**src/rtl/xadc_avg_pkg.sv**
```systemverilog
// Shared widths and exponent helpers for the XADC boxcar averager.
package xadc_avg_pkg;

    localparam int XADC_DW       = 12;
    localparam int XADC_LOG2_MAX = 7;
    localparam int XADC_ACC_W    = XADC_DW + XADC_LOG2_MAX;

    typedef logic [2:0] avg_exp_t;

    function automatic avg_exp_t clamp_exp(input avg_exp_t req, input int unsigned lmax);
        return (32'(req) > lmax) ? avg_exp_t'(lmax) : req;
    endfunction

endpackage

```
**src/rtl/xadc_avg_chan.sv**
```systemverilog
// One XADC channel: strobe edge detect, 2^N boxcar average, optional min/max
// (enabled by XADC_AVG_MINMAX_EN).
module xadc_avg_chan
    import xadc_avg_pkg::*;
#(
    parameter int DW       = XADC_DW,
    parameter int LOG2_MAX = XADC_LOG2_MAX
) (
    input  logic          clk_i,
    input  logic          rstn_i,
    input  logic [DW-1:0] sample_i,
    input  logic          strobe_i,
    input  avg_exp_t      avg_log2_i,
    input  logic          clear_i,
    output logic [DW-1:0] avg_o,
    output logic          valid_o,
    output logic [DW-1:0] min_o,
    output logic [DW-1:0] max_o
);

    localparam int ACC_W = DW + LOG2_MAX;
    typedef logic [LOG2_MAX-1:0] cnt_t;

    logic              strobe_q, strobe_d;
    logic [ACC_W-1:0]  acc_q, acc_d;
    cnt_t              cnt_q, cnt_d;
    avg_exp_t          n_q, n_d;
    logic [DW-1:0]     avg_q, avg_d;
    logic              valid_q, valid_d;

    logic              sample_evt;
    logic              last;
    avg_exp_t          n_win;
    logic [ACC_W-1:0]  sum;

    always_comb begin
        // NOTE: every signal gets a default first so no path can infer a latch.
        strobe_d = strobe_i;
        acc_d    = acc_q;
        cnt_d    = cnt_q;
        n_d      = n_q;
        avg_d    = avg_q;
        valid_d  = 1'b0;

        sample_evt = strobe_i & ~strobe_q;
        // The exponent is only sampled at the start of a window.
        n_win = (cnt_q == '0) ? clamp_exp(avg_log2_i, LOG2_MAX) : n_q;
        sum   = acc_q + ACC_W'(sample_i);
        last  = (cnt_q == cnt_t'((32'd1 << n_win) - 32'd1));

        if (clear_i) begin
            acc_d = '0;
            cnt_d = '0;
        end else if (sample_evt) begin
            n_d = n_win;
            if (last) begin
                avg_d   = DW'(sum >> n_win);
                valid_d = 1'b1;
                acc_d   = '0;
                cnt_d   = '0;
            end else begin
                acc_d = sum;
                cnt_d = cnt_q + cnt_t'(1);
            end
        end
    end

    always_ff @(posedge clk_i or negedge rstn_i) begin
        if (!rstn_i) begin
            strobe_q <= 1'b0;
            acc_q    <= '0;
            cnt_q    <= '0;
            n_q      <= '0;
            avg_q    <= '0;
            valid_q  <= 1'b0;
        end else begin
            // NOTE: non-blocking assignments so every flop samples pre-edge values.
            strobe_q <= strobe_d;
            acc_q    <= acc_d;
            cnt_q    <= cnt_d;
            n_q      <= n_d;
            avg_q    <= avg_d;
            valid_q  <= valid_d;
        end
    end

    assign avg_o   = avg_q;
    assign valid_o = valid_q;

`ifdef XADC_AVG_MINMAX_EN
    logic [DW-1:0] run_min_q, run_min_d, run_max_q, run_max_d;
    logic [DW-1:0] min_q, min_d, max_q, max_d;
    logic [DW-1:0] lo, hi;

    always_comb begin
        run_min_d = run_min_q;
        run_max_d = run_max_q;
        min_d     = min_q;
        max_d     = max_q;
        // First sample of a window seeds both extremes.
        lo = (cnt_q == '0 || sample_i < run_min_q) ? sample_i : run_min_q;
        hi = (cnt_q == '0 || sample_i > run_max_q) ? sample_i : run_max_q;

        if (clear_i) begin
            run_min_d = '0;
            run_max_d = '0;
        end else if (sample_evt) begin
            run_min_d = lo;
            run_max_d = hi;
            if (last) begin
                min_d = lo;
                max_d = hi;
            end
        end
    end

    always_ff @(posedge clk_i or negedge rstn_i) begin
        if (!rstn_i) begin
            run_min_q <= '0;
            run_max_q <= '0;
            min_q     <= '0;
            max_q     <= '0;
        end else begin
            run_min_q <= run_min_d;
            run_max_q <= run_max_d;
            min_q     <= min_d;
            max_q     <= max_d;
        end
    end

    assign min_o = min_q;
    assign max_o = max_q;
`else
    assign min_o = '0;
    assign max_o = '0;
`endif

endmodule

```
**src/rtl/xadc_avg.sv**
```systemverilog
// XADC channel A/B averager top: two independent channels sharing clear and
// exponent. Per-window min/max outputs are live only with XADC_AVG_MINMAX_EN.
module xadc_avg
    import xadc_avg_pkg::*;
#(
    parameter int DW       = XADC_DW,
    parameter int LOG2_MAX = XADC_LOG2_MAX
) (
    input  logic          clk_i,
    input  logic          rstn_i,
    input  logic [DW-1:0] xadc_a_i,
    input  logic [DW-1:0] xadc_b_i,
    input  logic          xadc_a_strobe_i,
    input  logic          xadc_b_strobe_i,
    input  logic [2:0]    avg_log2_i,
    input  logic          clear_i,
    output logic [DW-1:0] avg_a_o,
    output logic [DW-1:0] avg_b_o,
    output logic          avg_a_valid_o,
    output logic          avg_b_valid_o,
    output logic [DW-1:0] min_a_o,
    output logic [DW-1:0] max_a_o,
    output logic [DW-1:0] min_b_o,
    output logic [DW-1:0] max_b_o
);

    xadc_avg_chan #(.DW(DW), .LOG2_MAX(LOG2_MAX)) u_chan_a (
        .clk_i      (clk_i),
        .rstn_i     (rstn_i),
        .sample_i   (xadc_a_i),
        .strobe_i   (xadc_a_strobe_i),
        .avg_log2_i (avg_log2_i),
        .clear_i    (clear_i),
        .avg_o      (avg_a_o),
        .valid_o    (avg_a_valid_o),
        .min_o      (min_a_o),
        .max_o      (max_a_o)
    );

    xadc_avg_chan #(.DW(DW), .LOG2_MAX(LOG2_MAX)) u_chan_b (
        .clk_i      (clk_i),
        .rstn_i     (rstn_i),
        .sample_i   (xadc_b_i),
        .strobe_i   (xadc_b_strobe_i),
        .avg_log2_i (avg_log2_i),
        .clear_i    (clear_i),
        .avg_o      (avg_b_o),
        .valid_o    (avg_b_valid_o),
        .min_o      (min_b_o),
        .max_o      (max_b_o)
    );

endmodule

```
**config.mk**
```make
export PLATFORM = sky130hd
export DESIGN_NAME = xadc_avg
export DESIGN_NICKNAME = d
export VERILOG_FILES = /design/src/rtl/xadc_avg_pkg.sv /design/src/rtl/xadc_avg_chan.sv /design/src/rtl/xadc_avg.sv
export SDC_FILE = /design/constraint.sdc
export NUM_CORES = 1
export LEC_CHECK = 0
export ABC_AREA = 0
export BUFFER_PORTS_ARGS = -buffer_cell sky130_fd_sc_hd__buf_4
export CAP_MARGIN = 20
export CORE_MARGIN = 8
export CORE_UTILIZATION = 55
export CTS_CLUSTER_SIZE = 8
export DETAILED_ROUTE_END_ITERATION = 7
export GPL_TIMING_DRIVEN = 0
export PLACE_DENSITY = 0.77
export SKIP_LAST_GASP = 1
export SLEW_MARGIN = 40
export SYNTH_ARGS = -nofsm -noshare
export SYNTH_HDL_FRONTEND = slang
export SYNTH_SLANG_ARGS = --single-unit
```
**constraint.sdc**
```tcl
create_clock -name clk_i -period 8.2 [get_ports clk_i]
set_input_delay 0.82 -clock clk_i [delete_from_list [all_inputs] [get_ports clk_i]]
set_output_delay 0.82 -clock clk_i [all_outputs]
set_load 0.01 [all_outputs]
```
==> impl_metrics.env <==
export IMPL_finClkSkew_ps=9.96
export IMPL_synth_top_area_share_pct=29.7
export IMPL_finalHoldViolations=0
export IMPL_cp_max_fo=10
export IMPL_die_w_um=131
export IMPL_synth_largest_area_cell="dfrtp_1"
export IMPL_synthTopCellsByCount="dfrtp_1 (86), nand2_1 (85), a21oi_1 (57), buf_4 (52), nor2_1 (48)"
export IMPL_cp_slowest_cell="or4b_4"
export IMPL_fmaxAchievable_mhz=213
export IMPL_hold_worst_slack_ps=477
export IMPL_ctsResizeCount=0
export IMPL_startpoint="u_chan_b.cnt_q[0]"
export IMPL_finalPower_mw=1.44
export IMPL_cp_required_ps=8430
export IMPL_synthFlopType="dfrtp_1"
export IMPL_post_place_ws_ps=3590
export IMPL_dr_first_iter_drc_count=539
export IMPL_clk_pin_slew_ps=60
export IMPL_reg2reg_to="u_chan_b.acc_q[8]"
export IMPL_drv_slew=0
export IMPL_run_status="complete, no violations"
export IMPL_fp_coreArea_sq_um=13000
export IMPL_rrSetupSlack_ps=3500
export IMPL_cts_root_buf="clkbuf_16"
export IMPL_fin_tns_setup_ps=0
export IMPL_cts_hold_buf=0
export IMPL_fin_crit_ps=4700
export IMPL_syn2layout_area_growth_pct=15.4
export IMPL_pwr_density_cell_nw_per_um2=173
export IMPL_synth_top_family_by_area="compound AO/OA/AOI/OAI gates"
export IMPL_synth_xor_area_share_pct=4.35
export IMPL_initial_utilization_pct=55.6
export IMPL_synth_compound_area_share_pct=26.2
export IMPL_min_delay_path_class="flip-flop to flip-flop"
export IMPL_leakage_nw=4.02
export IMPL_wl_per_cell_um=16.7
export IMPL_synth_warnings=0
export IMPL_clock_latency_ps=350
export IMPL_seq_area_frac_synth_pct=29.7
export IMPL_synthMuxAreaShare_pct=6.60
export IMPL_vias=6659
export IMPL_synthesis_area_sq_um=7240
export IMPL_drc_errors=0
export IMPL_rr_startpoint="u_chan_b.cnt_q[0]"
export IMPL_synth_area_per_cell_sq_um=8.51
export IMPL_die_h_um=131
export IMPL_worst_slack_ps=3500
export IMPL_syn_inst=851
export IMPL_start_kind="flip-flop"
export IMPL_cts_tree="yes"
export IMPL_async_flop_share_pct=100
export IMPL_ant_nets=0
export IMPL_clock_sinks=86
export IMPL_postCtsSetupBuffers=0
export IMPL_final_period_utilization_pct=57.3
export IMPL_max_cap_violations=0
export IMPL_synth_distinct_cells=84
export IMPL_insertedDiodeCount=0
export IMPL_grt_pass1_wl_mm=31.0
export IMPL_fp_row_count=42
export IMPL_routed_wl_mm=19.2
export IMPL_synth_simple_area_share_pct=18.9
export IMPL_grt_pass1_vias=6260
export IMPL_finalSetupViolCount=0
export IMPL_viasPerCell=5.82
export IMPL_grt_start_max_net_pins=87
export IMPL_clk_path_buf_depth=2
export IMPL_io_buffers=55
export IMPL_grt_ovfl_total=0
export IMPL_synth_edff_count=0
export IMPL_path_delay_family="buffers and inverters"
export IMPL_tightest_slew_ps=781
export IMPL_grt_usage_pct=22.6
export IMPL_fin_util_pct=64.1
export IMPL_first_pass_iters=6
export IMPL_dp_hpwl_mm=14.7
export IMPL_die_area_sq_um=17100
export IMPL_antenna_found_initial=0
export IMPL_r2r_cells=18
export IMPL_synthAdderAreaFrac_pct=5.74
export IMPL_numCtsBuffers=9
export IMPL_ir_worst_vdd_v=0.000115
export IMPL_cp_end_kind="flip-flop"
export IMPL_slowest_delay_ps=520
export IMPL_relSlewSlack_pct=46.5
export IMPL_place_gp_congestion=0.922
export IMPL_crit_path_end="u_chan_b.acc_q[8]"
export IMPL_crit_cells=18
export IMPL_crit_path_cell_trace="inv_1, ha_1, or4b_4, o21ai_2, and2_1, buf_4, clkbuf_1, nand3_1, ha_1, xnor2_1, o211ai_1, a22oi_1, a31oi_1, mux2i_2, a21boi_2, buf_4, buf_2, a22o_1"
export IMPL_worst_path_buf_inv=5
export IMPL_layout_drive_gt1_share_pct=17.9
export IMPL_final_nets=1028
export IMPL_num_io_pins=106
export IMPL_synth_most_common_cell="dfrtp_1"
export IMPL_rsz0062_at_grt="no"
export IMPL_cp_arrival_ps=4930
export IMPL_ys_ff_latch=86
export IMPL_htreeDepth=3
export IMPL_synth_area_leaders="dfrtp_1 (30%), buf_4 (5.4%), ha_1 (5.2%)"
export IMPL_path_class="flip-flop to flip-flop"
-- final cells by class --
class                   count  area [sq um]
clock buffers              11           243
well taps                 176           220
plain buffers              91           551
flip-flops and latches     86          2150
clock inverters             5          58.8
inverters                  16          60.1
repair buffers             55           419
fillers                  1159          4670
multi-input cells         705          4650
-- state kept, by name, summed over array words and instances (netlist names) --
name	cells
u_chan_a.strobe_q	1
u_chan_a.acc_q	19
u_chan_a.avg_o	12
u_chan_a.cnt_q	7
u_chan_b.acc_q	19
u_chan_b.n_q	3
u_chan_b.strobe_q	1
u_chan_b.valid_o	1
u_chan_b.avg_o	12
u_chan_a.n_q	3
u_chan_b.cnt_q	7
u_chan_a.valid_o	1
-- worst min-delay path, delay by kind of cell (launching register included) --
kind | cells | cell delay [ps]
compound gates | 1 | 60
flops | 1 | 340
simple gates | 1 | 40
-- worst min path at each step --
| stage | start | to | slack, ps | cells past startpoint |
|---|---|---|---|---|
| 3_3_place_gp | u_chan_a.avg_o[1] | u_chan_a.avg_o[1] | 460 | 2 |
| 2_1_floorplan | u_chan_b.acc_q[11] | u_chan_b.acc_q[11] | 450 | 2 |
| 5_1_grt | u_chan_a.avg_o[3] | u_chan_a.avg_o[3] | 510 | 2 |
| 4_1_cts | u_chan_a.avg_o[3] | u_chan_a.avg_o[3] | 490 | 2 |
| 3_5_place_dp | u_chan_a.avg_o[3] | u_chan_a.avg_o[3] | 470 | 2 |
| 6_report | u_chan_a.avg_o[9] | u_chan_a.avg_o[9] | 480 | 2 |
-- report_power, final --
part | switching (mW) | total, mW | internal (mW) | leakage [nW]
Combinational | 0.319 | 0.537 | 0.218 | 2.71
Sequential | 0.0274 | 0.484 | 0.457 | 1.16
Clock | 0.177 | 0.422 | 0.245 | 0.142
-- cell usage in the layout (no fill, tap or decap), types with 20 or more instances in the layout --
master | netlist | final
mux2i_1 | 34 | 34
dfrtp_1 | 86 | 86
o21ai_0 | 44 | 44
a21oi_1 | 57 | 57
conb_1 | 1 | 48
clkbuf_1 | 26 | 27
a22o_1 | 28 | 28
nor2_1 | 48 | 48
xnor2_1 | 20 | 20
buf_4 | 52 | 106
nand2_1 | 85 | 85
a31oi_1 | 20 | 20
ha_1 | 30 | 30
nand3_1 | 31 | 31
-- cells by family after synthesis --
| group | Yosys count |
|---|---|
| flip-flops | 86 |
| other | 1 |
| AO/OA/AOI/OAI | 274 |
| multiplexers | 46 |
| AND/OR/NAND/NOR | 269 |
| buffers and inverters | 107 |
| adder cells (fa/ha/maj) | 32 |
| XOR/XNOR | 36 |
-- metal layers --
layer	wire (um)	vias to the layer above	GRT usage, %	share of wire [%]
li1	-	3307	-	-
met1	8010	3054	27.4	42
met2	9480	264	38.9	49
met3	1160	34	4.50	6.1
met4	508	0	8.64	2.7
met5	0	-	0	0
-- metrics by stage --
step                cells  cell area, sq um
finish               1145              8360
global route         1145              8360
CTS                  1145              8360
detailed placement   1129              8050
global placement     1129              8050
floorplan             898              7420
Note: power is estimated with default switching activity, not from simulation.
